<file path="src/rtl/psg_write_queue.sv">
// Buffers host command bytes and replays them onto the PSG data bus/WE_n, one strobe per GAP cycles.
// Pop one cycle after a byte lands; in_ready drops only while all DEPTH entries are occupied.
module psg_write_queue #(
    parameter int DEPTH = 8,
    parameter int GAP   = 32
) (
    input  logic                     clk,
    input  logic                     reset,
    input  logic [7:0]               in_data,
    input  logic                     in_valid,
    output logic                     in_ready,
    output logic [7:0]               out_data,
    output logic                     out_we_n,
    output logic [$clog2(DEPTH):0]   level,
    output logic                     busy
);

    localparam int AW = $clog2(DEPTH);
    localparam int LW = AW + 1;
    localparam int CW = (GAP > 2) ? $clog2(GAP) : 1;

    typedef enum logic [1:0] {
        S_IDLE   = 2'd0,
        S_STROBE = 2'd1,
        S_WAIT   = 2'd2
    } state_t;

    state_t         state_q, state_d;
    logic [AW-1:0]  wr_ptr_q, wr_ptr_d;
    logic [AW-1:0]  rd_ptr_q, rd_ptr_d;
    logic [LW-1:0]  count_q, count_d;
    logic [CW-1:0]  gap_q, gap_d;
    logic [7:0]     data_q, data_d;
    logic           we_n_q, we_n_d;
    logic [7:0]     mem_q [DEPTH];
    logic           push;
    logic           pop;

    // Ready comes from the registered count only, so a pop frees space a cycle later.
    assign in_ready = (count_q != LW'(DEPTH));
    assign push     = in_valid && in_ready;

    always_comb begin
        state_d = state_q;
        gap_d   = gap_q;
        data_d  = data_q;
        we_n_d  = 1'b1;
        pop     = 1'b0;
        case (state_q)
            S_IDLE: begin
                if (count_q != '0) begin
                    pop     = 1'b1;
                    data_d  = mem_q[rd_ptr_q];
                    we_n_d  = 1'b0;
                    state_d = S_STROBE;
                end
            end
            S_STROBE: begin
                if (GAP == 2) begin
                    state_d = S_IDLE;
                end else begin
                    gap_d   = CW'(GAP - 2);
                    state_d = S_WAIT;
                end
            end
            S_WAIT: begin
                // Leaving on the last count keeps strobe-to-strobe spacing at exactly GAP.
                gap_d = gap_q - CW'(1);
                if (gap_q == CW'(1)) begin
                    state_d = S_IDLE;
                end
            end
            default: state_d = S_IDLE;
        endcase
    end

    always_comb begin
        wr_ptr_d = wr_ptr_q;
        rd_ptr_d = rd_ptr_q;
        count_d  = count_q;
        if (push) begin
            wr_ptr_d = wr_ptr_q + AW'(1);
        end
        if (pop) begin
            rd_ptr_d = rd_ptr_q + AW'(1);
        end
        case ({push, pop})
            2'b10:   count_d = count_q + LW'(1);
            2'b01:   count_d = count_q - LW'(1);
            default: count_d = count_q;
        endcase
    end

    always_ff @(posedge clk) begin
        if (reset) begin
            state_q  <= S_IDLE;
            wr_ptr_q <= '0;
            rd_ptr_q <= '0;
            count_q  <= '0;
            gap_q    <= '0;
            data_q   <= 8'h00;
            we_n_q   <= 1'b1;
        end else begin
            state_q  <= state_d;
            wr_ptr_q <= wr_ptr_d;
            rd_ptr_q <= rd_ptr_d;
            count_q  <= count_d;
            gap_q    <= gap_d;
            data_q   <= data_d;
            we_n_q   <= we_n_d;
        end
    end

    always_ff @(posedge clk) begin
        if (push) begin
            mem_q[wr_ptr_q] <= in_data;
        end
    end

    assign out_data = data_q;
    assign out_we_n = we_n_q;
    assign level    = count_q;
    assign busy     = (state_q != S_IDLE) || (count_q != '0);

endmodule

</file>
<file path="config.mk">
export PLATFORM = sky130hd
export DESIGN_NAME = psg_write_queue
export DESIGN_NICKNAME = d
export VERILOG_FILES = /design/src/rtl/psg_write_queue.sv
export SDC_FILE = /design/constraint.sdc
export NUM_CORES = 1
export LEC_CHECK = 0
export ABC_CLOCK_PERIOD_IN_PS = 2840
export CAP_MARGIN = 15
export CORE_ASPECT_RATIO = 0.75
export CORE_UTILIZATION = 30
export DETAILED_ROUTE_END_ITERATION = 8
export HOLD_SLACK_MARGIN = 0.06
export PLACE_DENSITY_LB_ADDON = 0.2
export SYNTH_ARGS = -nofsm -noshare
export SYNTH_HDL_FRONTEND = slang
export SYNTH_SLANG_ARGS = --single-unit
</file>
<file path="constraint.sdc">
create_clock -name clk -period 2.84 [get_ports clk]
set_input_delay 0.426 -clock clk [delete_from_list [all_inputs] [get_ports clk]]
set_output_delay 0.426 -clock clk [all_outputs]
set_load 0.005 [all_outputs]
</file>
==> flow_summary.ini <==
[run_status]
run_status = completed

[critical_path]
cp.arrival_ns = 2.75
path_buf_inv = 0
start_kind = flip-flop
worstPathCellList = or4b_4 -> nand2_8 -> ha_1 -> xor2_1 -> ha_1 -> a21oi_1 -> xor2_1 -> or3_1 -> a21oi_1
cpMaxStageDelayCell = or4b_4
required_ns = 3.10
critPathCaptureType = flip-flop
crit_fanout = 9
slowest_delay_ns = 0.63
crit_family = simple AND/OR/NAND/NOR gates
worstSetupPathType = reg2reg

[synth]
netlist_instances = 235
async_reset_ff_share_pct = 0
synth_nets = 257
yosys-top-cells-area = edfxtp_1 51%, dfxtp_1 14%, mux4_2 9.6%
synth_warnings = 0
syn_area_per_cell_um2 = 16.0
synth_top_area_share_pct = 51.3
ys_seq_elements = 90
synth_area_leader_cell = edfxtp_1
synth.distinct_cells = 45
synth_edf_count = 64
synth_seq_area_share_pct = 65.2
syn-cell-area_mm2 = 0.00375
synth_flop_cell = edfxtp_1

[drt]
dr_total_vias = 1990
drt_iter0_markers = 110
dr.pass1.iters = 4
drt-total-wl_um = 6760
routed_via_density = 4.53
wl_per_cell_um = 15.4
drc_errors = 0
ant_nets = 0

[cts]
htreeDepth = 3
cts_resized = 0
cts_max_path_buffers = 2
hold_buffers = 0
cts_tree = built
insertion_delay_ns = 0.34
clk_pin_slew_ns = 0.06
cts.sinks = 90
root_buffer = clkbuf_16
cts_made_buffers = 9
cts_setup_buffers = 0

[global_route]
grt_antenna_before_repair = 0
grt_pass1_wl_um = 10900
grtUsageMet3_pct = 3.91
grt_busiest_layer = met2
track_usage_pct = 11.8
overflow = 0
grt_use_met2_pct = 17.3
grtUsageMet1_pct = 16.3
grt_pass1_vias = 1989
grt_max_degree = 19

[timing]
tns_ns = 0
hold_viol = 0
tightest_slew_ns = 0.728
period_needed_ns = 2.49
report.final.setup_viol = 0
maxSlewHeadroom_pct = 51.3
final.setup.worst_slack_ns = 0.345
final.setup_skew_ns = 0.00586
fmax_mhz = 401
min_period_over_period_pct = 87.8
timing.hold.ws_ns = 0.494
rsz0062_at_grt = no
slew_violations = 0

[floorplan]
initial_utilization_pct = 31.6
rows = 34
die_y_um = 98.8
core_area_mm2 = 0.0119
io_pins = 26
die_width_um = 131
dieArea_mm2 = 0.0130

[cells_and_area]
fin_nets = 294
final_common_cell = edfxtp_1
final_layout_size_suffix_gt1_share_pct = 22.4
finalNonFillerCells = 439
antenna_cells = 0
layout_common_cells = 64 x edfxtp_1, 26 x dfxtp_1, 25 x clkdlybuf4s50_1
area_growth_syn_to_layout_pct = 19.2

[worst_hold_path]
hold_path_class = reg2reg

[place]
dp.cells = 423
dp_hpwl_um = 4540
gp_congestion = 0.735
place_ws_ns = 0.247
placement.io_buffers = 25

[power]
finalPower_mw = 4.22
leakagePower_nw = 1.49
ir_drop_uv = 353
powerDensity_mw_per_mm2 = 944

[run]
cap_violations = 0
## worst reg2reg max path: cells and delay by family (launching register included)
family	cells	cell delay (ns)
simple gates	3	1.08
fa+ha+maj	2	0.43
flops	1	0.41
xor+xnor	2	0.33
compound gates	2	0.19
## cell families after synthesis
group / Yosys count / synth area share, %
AND/OR/NAND/NOR: 65 / 10.4
flip-flops: 90 / 65.2
XOR/XNOR: 7 / 1.84
buffers and inverters: 15 / 2.87
AO/OA/AOI/OAI: 26 / 5.11
adder cells (fa/ha/maj): 11 / 3.67
multiplexers: 21 / 11.0
## layout make-up
| cell class | count | area (um^2) |
|---|---|---|
| Fill cell | 1114 | 7400 |
| Timing Repair Buffer | 37 | 340 |
| Sequential cell | 90 | 2440 |
| Clock inverter | 7 | 45.0 |
| Clock buffer | 9 | 225 |
| Tap cell | 162 | 203 |
| Inverter | 4 | 15.0 |
| Multi-Input combinational cell | 130 | 1200 |
## synth_stat cells, types with 2 or more instances
cell type / instances
a21oi_1: 6
a311oi_1: 2
buf_2: 2
buf_4: 2
buf_6: 4
dfxtp_1: 26
edfxtp_1: 64
ha_1: 11
inv_1: 4
mux2i_1: 4
mux4_2: 16
nand2_1: 4
nand2_2: 2
nand2b_1: 7
nand3_1: 3
nor2_1: 23
nor2b_1: 4
nor3_1: 5
nor3_2: 8
nor4_1: 2
o22ai_1: 8
xor2_1: 5
## per-layer routing
metal  vias up  share of wire, %  wire length (um)
met5         -                 0                 0
met3         8               5.8               394
li1        975                 -                 -
met4         0               1.4                97
met1       961                48              3280
met2        46                44              2990
## power breakdown
part           leakage (nW)  switching [mW]  internal [mW]  total [mW]
logic                 0.562           0.706          0.711        1.42
registers             0.795           0.149           1.58        1.73
clock network         0.133           0.478          0.590        1.07
total                  1.49            1.33           2.89        4.22
## registers in the layout, summed over array words and instances, names as in the netlist
signal,cells
mem_q,64
out_we_n,1
gap_q,5
state_q,2
rd_ptr_q,3
wr_ptr_q,3
out_data,8
level,4
## metrics by stage
stage               instance area (um^2)  utilization, %
finish                              4470            37.7
global route                        4470            37.7
CTS                                 4470            37.7
detailed placement                  4200            35.4
global placement                    4200            35.4
floorplan                           3750               -
## path summary, 6_finish.rpt
check,to,slack (ns),depth (start not counted),from
setup / recovery,level[2],0.35,9,level[1]
hold / removal,out_data[4],0.49,2,out_data[4]
setup reg to reg,level[2],0.35,9,level[1]
hold reg to reg,out_data[4],0.49,2,out_data[4]
Note: power is estimated with default switching activity, not from simulation.
